`src/rtl/MD_pkg.sv`:
```
// Shared constants and types for the force evaluation unit filter output path.
package MD_pkg;
  localparam int NUM_FILTERS       = 8;
  localparam int PARTICLE_ID_WIDTH = 9;
  localparam int FILTER_ID_WIDTH   = $clog2(NUM_FILTERS);

  // One output queue entry: source filter index plus the home particle ID it returned
  typedef struct packed {
    logic [FILTER_ID_WIDTH-1:0]   filter_id;
    logic [PARTICLE_ID_WIDTH-1:0] home_parid;
  } arb_entry_t;
endpackage

```
`src/rtl/rr_arbiter.sv`:
```
// Combinational round-robin picker: first eligible requester at index >= ptr, wrapping.
module rr_arbiter #(
  parameter int N = 8
) (
  input  logic [N-1:0]         req,
  input  logic [N-1:0]         mask,
  input  logic [$clog2(N)-1:0] ptr,
  output logic [N-1:0]         grant,
  output logic                 grant_valid
);
  localparam int PW = $clog2(N);

  logic [N-1:0]  eligible;
  logic [PW-1:0] idx;
  int            sum;

  assign eligible = req & ~mask;

  // scan N positions starting at ptr; the first eligible one wins
  always_comb begin
    grant       = '0;
    grant_valid = 1'b0;
    idx         = '0;
    sum         = 0;
    for (int i = 0; i < N; i++) begin
      sum = int'(ptr) + i;
      if (sum >= N) sum = sum - N;
      idx = PW'(sum);
      if (!grant_valid && eligible[idx]) begin
        grant[idx]  = 1'b1;
        grant_valid = 1'b1;
      end
    end
  end
endmodule

```
`src/rtl/filter_output_arbiter.sv`:
```
// Shares the force-pipeline input port among NUM_FILTERS filters: round-robin
// read grants, a 2-entry output queue, and per-filter release tracking.
// FILTER_ARB_STATS_EN: when defined, o_grant_count counts rd_en issues and
// simulation-only per-filter grant counters are built; otherwise it is tied to 0.
module filter_output_arbiter
  import MD_pkg::*;
(
  input  logic                                   clk,
  input  logic                                   rst,
  input  logic [NUM_FILTERS-1:0]                 i_filter_request,
  input  logic [NUM_FILTERS*PARTICLE_ID_WIDTH-1:0] i_filter_rd_data,
  input  logic [NUM_FILTERS-1:0]                 i_filter_rd_data_valid,
  input  logic                                   i_ready,
  output logic [NUM_FILTERS-1:0]                 o_filter_rd_en,
  output logic                                   o_valid,
  output logic [PARTICLE_ID_WIDTH-1:0]           o_home_parid,
  output logic [FILTER_ID_WIDTH-1:0]             o_filter_id,
  output logic                                   o_round_done,
  output logic [31:0]                            o_grant_count
);
  // stage 0: rd_en cycle, stage 1: return cycle
  localparam int STAGES = 1;

  logic [FILTER_ID_WIDTH-1:0] ptr;
  logic [NUM_FILTERS-1:0]     grant, released, rel_bit;
  logic                       grant_valid, issue, pop, ret_valid, ret_release;
  logic [STAGES:0]            vld_pipe;
  logic [FILTER_ID_WIDTH-1:0] idx_pipe [STAGES+1];
  logic [FILTER_ID_WIDTH-1:0] grant_idx, ret_idx;
  logic [1:0]                 occ;
  logic [2:0]                 load;
  arb_entry_t                 q [2];
  arb_entry_t                 ret_entry;
  logic                       rd_p, wr_p;

  // last cycle's grantee is masked: its request has not yet seen the read
  rr_arbiter #(.N(NUM_FILTERS)) u_rr (
    .req         (i_filter_request),
    .mask        (o_filter_rd_en),
    .ptr         (ptr),
    .grant       (grant),
    .grant_valid (grant_valid)
  );

  // one-hot grant to index
  always_comb begin
    grant_idx = '0;
    for (int i = 0; i < NUM_FILTERS; i++)
      if (grant[i]) grant_idx = FILTER_ID_WIDTH'(i);
  end

  // Reads in either pipeline stage will still land in the queue, so they hold
  // a slot; a pop this cycle frees one. This keeps the queue from ever
  // overflowing while still letting a pop and an issue share a cycle.
  assign pop   = o_valid & i_ready;
  assign load  = {1'b0, occ} + {2'b0, vld_pipe[0]} + {2'b0, vld_pipe[1]};
  assign issue = grant_valid && (load < (pop ? 3'd3 : 3'd2));

  // registered read enable, round-robin pointer and return pipeline
  always_ff @(posedge clk) begin
    if (rst) begin
      o_filter_rd_en <= '0;
      ptr            <= '0;
      vld_pipe       <= '0;
      for (int s = 0; s <= STAGES; s++) idx_pipe[s] <= '0;
    end else begin
      o_filter_rd_en <= issue ? grant : '0;
      vld_pipe       <= {vld_pipe[STAGES-1:0], issue};
      idx_pipe[0]    <= grant_idx;
      for (int s = 1; s <= STAGES; s++) idx_pipe[s] <= idx_pipe[s-1];
      if (issue)
        ptr <= (grant_idx == FILTER_ID_WIDTH'(NUM_FILTERS-1)) ? '0
                                                             : grant_idx + FILTER_ID_WIDTH'(1);
    end
  end

  // only the granted filter's valid/data are looked at in the return cycle
  assign ret_idx     = idx_pipe[STAGES];
  assign ret_valid   = vld_pipe[STAGES] &  i_filter_rd_data_valid[ret_idx];
  assign ret_release = vld_pipe[STAGES] & ~i_filter_rd_data_valid[ret_idx];
  assign ret_entry   = {ret_idx, i_filter_rd_data[ret_idx*PARTICLE_ID_WIDTH +: PARTICLE_ID_WIDTH]};

  assign o_valid      = (occ != 2'd0);
  assign o_home_parid = q[rd_p].home_parid;
  assign o_filter_id  = q[rd_p].filter_id;

  // 2-entry output FIFO; a push and a pop in the same cycle are both honored
  always_ff @(posedge clk) begin
    if (rst) begin
      occ  <= '0;
      rd_p <= 1'b0;
      wr_p <= 1'b0;
      q[0] <= '0;
      q[1] <= '0;
    end else begin
      if (ret_valid) begin
        q[wr_p] <= ret_entry;
        wr_p    <= ~wr_p;
      end
      if (pop) rd_p <= ~rd_p;
      occ <= occ + {1'b0, ret_valid} - {1'b0, pop};
    end
  end

  assign o_round_done = &released;
  assign rel_bit      = ret_release ? (NUM_FILTERS'(1) << ret_idx) : '0;

  // release set: cleared on the done pulse, a release in that same cycle survives the clear
  always_ff @(posedge clk) begin
    if (rst) released <= '0;
    else     released <= (o_round_done ? '0 : released) | rel_bit;
  end

`ifdef FILTER_ARB_STATS_EN
  logic [31:0] grant_count;

  // total issued reads, wraps at 2^32
  always_ff @(posedge clk) begin
    if (rst)        grant_count <= '0;
    else if (issue) grant_count <= grant_count + 32'd1;
  end
  assign o_grant_count = grant_count;

`ifndef SYNTHESIS
  int unsigned filter_grants [NUM_FILTERS];

  // per-filter issue counts for debug visibility
  always_ff @(posedge clk) begin
    if (rst) for (int i = 0; i < NUM_FILTERS; i++) filter_grants[i] <= 0;
    else if (issue) filter_grants[grant_idx] <= filter_grants[grant_idx] + 1;
  end
`endif
`else
  assign o_grant_count = '0;
`endif

`ifndef SYNTHESIS
  // a filter answering with no read in the return stage, or a push into a full queue
  always_ff @(posedge clk) begin
    if (!rst) begin
      assert (vld_pipe[STAGES] || i_filter_rd_data_valid == '0)
        else $error("filter_output_arbiter: rd_data_valid with no read in flight");
      assert (!(ret_valid && occ == 2'd2 && !pop))
        else $error("filter_output_arbiter: output queue overflow");
    end
  end
`endif
endmodule

```
`config.mk`:
```
export PLATFORM = sky130hd
export DESIGN_NAME = filter_output_arbiter
export DESIGN_NICKNAME = d
export VERILOG_FILES = /design/src/rtl/MD_pkg.sv /design/src/rtl/rr_arbiter.sv /design/src/rtl/filter_output_arbiter.sv
export SDC_FILE = /design/constraint.sdc
export NUM_CORES = 1
export LEC_CHECK = 0
export CAP_MARGIN = 20
export CORE_ASPECT_RATIO = 0.8
export CORE_MARGIN = 5
export CORE_UTILIZATION = 40
export DETAILED_ROUTE_END_ITERATION = 8
export GPL_TIMING_DRIVEN = 0
export PLACE_DENSITY = 0.83
export SYNTH_ARGS = -nofsm -noshare
export SYNTH_HDL_FRONTEND = slang
export SYNTH_SLANG_ARGS = --single-unit
```
`constraint.sdc`:
```
create_clock -name clk -period 10.4 [get_ports clk]
set_input_delay 1.56 -clock clk [delete_from_list [all_inputs] [get_ports clk]]
set_output_delay 1.56 -clock clk [all_outputs]
set_load 0.02 [all_outputs]
```
# After elaboration in Yosys (flattened, before gate mapping)
# Memories as Yosys holds them, arrays and structs flattened. A register that Yosys moved wholly into a read port is not among the register bits.
# Cells that the tools add are included.
classes:
  addsub: 20
  multipliers: 1
  order_cmp: 26
  n_eq_ne: 1
  shifts: 2
  muxes: 82
  bitwise_logic: 19
  reduce_logical: 27
op_table:
  columns: ["op", "n"]
  rows:
  - ["8-bit two-way mux", 10]
  - ["72-bit by 8-bit indexed part select with 9-bit output", 1]
  - ["8-bit OR", 8]
  - ["3-bit two-way mux", 17]
  - ["1-bit two-way mux", 37]
  - ["3-bit by 4-bit < comparator with 1-bit output, second input constant", 9]
  - ["4-bit >= comparator, second input constant", 7]
  - ["1-bit binary-select mux with 3-bit select", 9]
  - ["1-bit demux with 3-bit select", 8]
  - ["3-bit by 1-bit >= comparator with 1-bit output, second input constant", 8]
  - ["3-bit by 1-bit subtractor with 3-bit output, second input constant", 8]
  - ["3-bit by 3-bit adder with 4-bit output, second input constant", 4]
  - ["1-bit logical AND", 16]
  - ["12-bit two-way mux", 1]
  - ["12-bit OR reduction", 1]
  - ["3-bit by 2-bit adder with 4-bit output, second input constant", 2]
  - ["8-bit AND", 1]
  - ["8-bit NOT", 1]
  - ["8-bit AND reduction", 1]
  - ["1-bit by 3-bit left shift with 8-bit output, first input constant", 1]
  - ["1-bit logical NOT", 7]
  - ["3-bit by 4-bit multiplier with 7-bit output, second input constant", 1]
  - ["3-bit by 1-bit adder with 4-bit output, second input constant", 1]
  - ["3-bit by 4-bit >= comparator with 1-bit output, second input constant", 1]
  - ["other kinds (12)", 18]
word_totals:
  regBits: 25
  ramBits: 30
  in_bits: 91
  output_inout_bits: 54
  elab_cells: 187
  n_memories: 2
memory_table:
  columns: ["name", "depth", "width", "read_ports", "rd_ports_with_merged_regs", "wr", "line", "text"]
  rows:
  - ["q", 2, 12, 1, 1, 2, "filter_output_arbiter.sv:32", "arb_entry_t q [2];"]
  - ["idx_pipe", 2, 3, 2, 0, 2, "filter_output_arbiter.sv:28", "logic [FILTER_ID_WIDTH-1:0] idx_pipe [STAGES+1];"]

# Logic depth before layout (Yosys ltp)
logic_depth:
  word_depth: 35
  depth_mapped: 16
  ltp_nobuf: 14

# Modules after synthesis
# From an unflattened synthesis, not the netlist that was laid out.
hier_totals:
  hier_cells: 416
  hier_area_um2: 4277.9
by_module_without_submodules:
  columns: ["mod", "n_inst", "cells_per_inst", "area_per_inst_um2", "seq_area_each_um2"]
  rows:
  - ["filter_output_arbiter", 1, 266, 3069.2, 1361.3]
  - ["rr_arbiter", 1, 150, 1208.7, 0.0]

# Least setup slack after synthesis
# OpenSTA, ideal clock, no wires.
synth_path:
  kind: "input port to flip-flop"
  from: "in i_filter_request[0]"
  to: "reg ptr[0]"
  setup_ns: 0.060
  arrival_time_ns: 4.163
  t_required_ns: 10.340
  slack_ns: 6.177
  cell_stages: 12
  n_path_buf: 0
  path_cell_list: "nor2b_1 -> mux4_2 -> mux2_2 -> nand2_1 -> o21ai_0 -> a2111oi_1 -> o221a_2 -> nand3_1 -> ha_1 -> ha_1 -> nor3_1 -> a41o_1"
synth_between:
  elab_chain_cells: 34
  elab_cells_between_ends: 65
  cone_classes: "add/sub (1); eq/ne (1); mux (40); bitwise (8); reduce/logical (15)"
synth_rtl:
  columns: ["item", "line", "text"]
  rows:
  - ["from (decl)", "filter_output_arbiter.sv:10", "input logic [NUM_FILTERS-1:0] i_filter_request,"]
  - ["8-bit AND *", "rr_arbiter.sv:17", "assign eligible = req & ~mask;"]
  - ["1-bit binary-select mux with 3-bit select", "rr_arbiter.sv:29", "if (!grant_valid && eligible[idx]) begin"]
  - ["1-bit two-way mux (not written as such)", "rr_arbiter.sv:29", null]
  - ["1-bit two-way mux", "rr_arbiter.sv:29", null]
  - ["1-bit logical NOT", "rr_arbiter.sv:29", null]
  - ["1-bit logical AND", "rr_arbiter.sv:29", null]
  - ["1-bit two-way mux", "rr_arbiter.sv:29", null]
  - ["1-bit logical NOT", "rr_arbiter.sv:29", null]
  - ["(+15 left out)", null, null]
  - ["1-bit logical AND", "rr_arbiter.sv:29", null]
  - ["8-bit two-way mux *", "rr_arbiter.sv:29", null]
  - ["1-bit two-way mux", "filter_output_arbiter.sv:49", "if (grant[i]) grant_idx = FILTER_ID_WIDTH'(i);"]
  - ["3-bit two-way mux (5 in series)", "filter_output_arbiter.sv:49", null]
  - ["3-bit two-way mux *", "filter_output_arbiter.sv:49", null]
  - ["via grant_idx[0]", "filter_output_arbiter.sv:29", "logic [FILTER_ID_WIDTH-1:0] grant_idx, ret_idx;"]
  - ["3-bit by 1-bit adder with 3-bit output or 3-bit equality test (tied branches)", "filter_output_arbiter.sv:73, filter_output_arbiter.sv:72", null]
  - ["3-bit two-way mux *", "filter_output_arbiter.sv:72", "ptr <= (grant_idx == FILTER_ID_WIDTH'(NUM_FILTERS-1)) ? '0"]
  - ["to (signal assigned)", "filter_output_arbiter.sv:72", null]
  - ["to (decl)", "filter_output_arbiter.sv:24", "logic [FILTER_ID_WIDTH-1:0] ptr;"]
# Mark *: on every way through the listed nets, which the timed path passes. The rest lies on a longest branch. The select of a mux whose other input is x is not followed.
# A chain may end at the register's enable or synchronous reset.

# Worst setup path after layout
layout_path:
  from: "in i_filter_request[7]"
  to: "reg ptr[0]"
# The elaborated chain is that of the path after synthesis.

==> flow_summary.json <==
{
  "status": "finished, final reports clean",
  "ios": 145,
  "cts_tree": "yes",
  "cts_resized": 0,
  "seqCellArea_sq_um": 1360,
  "grt_antenna_before_repair": 0,
  "clkLatencyLatePin_ns": 0.29,
  "drv_cap": 0,
  "skew_ns": 0.00383,
  "cp-start-kind": "input pin",
  "syn_inst": 416,
  "fin_cells": 708,
  "vdd_ir_drop_max_v": 0.0000964,
  "slew_viol_final": 0,
  "whs_ns": 0.446,
  "yosysUniqueCellTypes": 65,
  "multi_input_comb_area_sq_um": 2480,
  "globalRouteTotalUtil_pct": 21.1,
  "wl_per_cell_um": 18.8,
  "cp.arrival_ns": 5.29,
  "rsz0062_at_grt": "false",
  "path_max_fanout": 7,
  "cts_sinks": 56,
  "synth.cell_area_sq_um": 4120,
  "die_w_um": 124,
  "fin_crit_sh_pct": 48.6,
  "nets": 670,
  "hold_path_class": "register to register",
  "worst_pin_slew_ns": 0.905,
  "std_cell_rows": 33,
  "synth-edff-count": 24,
  "final-hold-violation-count": 0,
  "clkTransAtPathRegs_ns": 0.07,
  "utilization_pct": 56.0,
  "gp_congestion": 0.893,
  "synthArstFlopShare_pct": 0,
  "antenna_cells": 0,
  "ys_ff_latch": 56,
  "p_leak_nw": 2.28,
  "numPlacedInstances": 699,
  "cts-root-buf": "clkbuf_16",
  "final_common_cell": "clkdlybuf4s50_1",
  "totalPowerFinal_mw": 1.29,
  "grt_pass1_vias": 3821,
  "drc_errors": 0,
  "routed-via-count": 3866,
  "drive_gt1_share_pct": 16.7,
  "cellPowerDensity_nw_per_um2": 227,
  "wirelength_mm": 13.3,
  "end_kind": "register",
  "coreArea_sq_um": 10200,
  "hold_buffers": 0,
  "ctsLongestPathBuffers": 2,
  "fp.dieH_um": 101,
  "cts_setup_buffers": 0,
  "grt_pass1_wl_mm": 20.4,
  "synth_top_flop_cell": "dfxtp_1",
  "ys_warn_count": 0,
  "port_buffers": 112,
  "postRouteAntennaNets": 0,
  "vias_per_cell": 5.46,
  "setup_viol": 0,
  "fin_crit_ns": 5.05,
  "critical_path_class": "input pin to register",
  "fillers": 905,
  "postSynthAreaPerCell_sq_um": 9.91,
  "dieArea_sq_um": 12400,
  "htreeDepth": 2,
  "drtPass1Iterations": 5,
  "numCtsBuffers": 5,
  "overflow": 0,
  "initial_core_util_pct": 40.6,
  "grt_start_max_net_pins": 18,
  "synth_seq_area_share_pct": 33.0,
  "layout_common_cells": "clkdlybuf4s50_1 (112), nor2_1 (56), buf_4 (34)",
  "slew_headroom_pct": 39.2,
  "synthToLayoutAreaGrowth_pct": 38.1,
  "fmax_mhz": 198,
  "cp_data_required_time_ns": 10.64,
  "drt_iter0_drc": 474,
  "tns_ns": 0,
  "dp_hpwl_mm": 10.8
}
==> stage by stage <==
| step | area (sq um) | setup slack, ns |
|---|---|---|
| floorplan | 4240 | 6.18 |
| global placement | 5540 | 5.25 |
| detailed placement | 5540 | 5.22 |
| CTS | 5680 | 5.48 |
| global route | 5690 | 5.12 |
| finish | 5690 | 5.35 |
==> critical path: stages <==
cell,delay (ns)
clkdlybuf4s50_1,0.47
nor2b_1,0.27
a2111oi_0,0.18
nor4_2,0.77
nor4_1,0.08
or3_1,0.43
a311oi_1,0.36
o221a_2,0.29
nand3_1,0.09
ha_1,0.20
ha_1,0.18
nor3_1,0.19
a41o_1,0.20
==> registers in the layout, indices dropped and copies added (netlist names), named ones only <==
register        flops
q                  24
idx_pipe            6
occ                 2
vld_pipe            2
wr_p                1
rd_p                1
released            8
o_filter_rd_en      8
ptr                 3
==> where the power goes <==
part           switching (mW)  internal, mW
clock network          0.0779        0.0926
registers              0.0277         0.273
logic                   0.464         0.360
total                   0.569         0.725
==> cells in the mapped netlist (all sizes together) (11+ instances only) <==
library cell,number,share of area (%)
buf,40,7.1
clkbuf,12,1.1
dfxtp,32,16
edfxtp,24,17
ha,11,3.3
inv,16,1.5
mux2,13,3.6
mux2i,17,4.1
mux4,25,14
nand2,26,2.4
nor2,56,5.1
nor2b,12,1.8
nor3,12,1.5
==> kinds of logic after synthesis <==
family	share of synthesized area [%]
xor gates and xnor gates	1.88
muxes	21.3
other	0.0910
adders and majority gates	3.82
and+or+nand+nor	18.4
AOI/OAI and AO/OA	11.8
buffers and inverters	9.62
DFF	33.0
==> final timing paths <==
check | start | end | slack (ns) | depth (start not counted)
setup reg to reg | ptr[1] | ptr[0] | 6.03 | 14
hold reg to reg | idx_pipe[0][0] | idx_pipe[0][3] | 0.45 | 1
setup / recovery | i_filter_request[7] | ptr[0] | 5.35 | 13
hold / removal | idx_pipe[0][0] | idx_pipe[0][3] | 0.45 | 1
==> layer usage <==
| metal | up-vias | GRT usage [%] | wire (um) |
|---|---|---|---|
| met1 | 1865 | 29.7 | 5480 |
| met3 | 22 | 3.82 | 1160 |
| met2 | 210 | 33.5 | 6410 |
| li1 | 1769 | - | - |
| met4 | 0 | 5.45 | 293 |
| met5 | - | 0 | 0 |
==> area by class of cell <==
type	instances	area share, %
buffer	52	5.91
clock buffer	6	2.33
clock inverter	2	0.286
inverter	16	1.06
multi-input combinational	323	43.6
sequential	56	23.9
tap	140	3.08
timing repair buffer	113	19.8
Power figures use the tool's default switching activity.
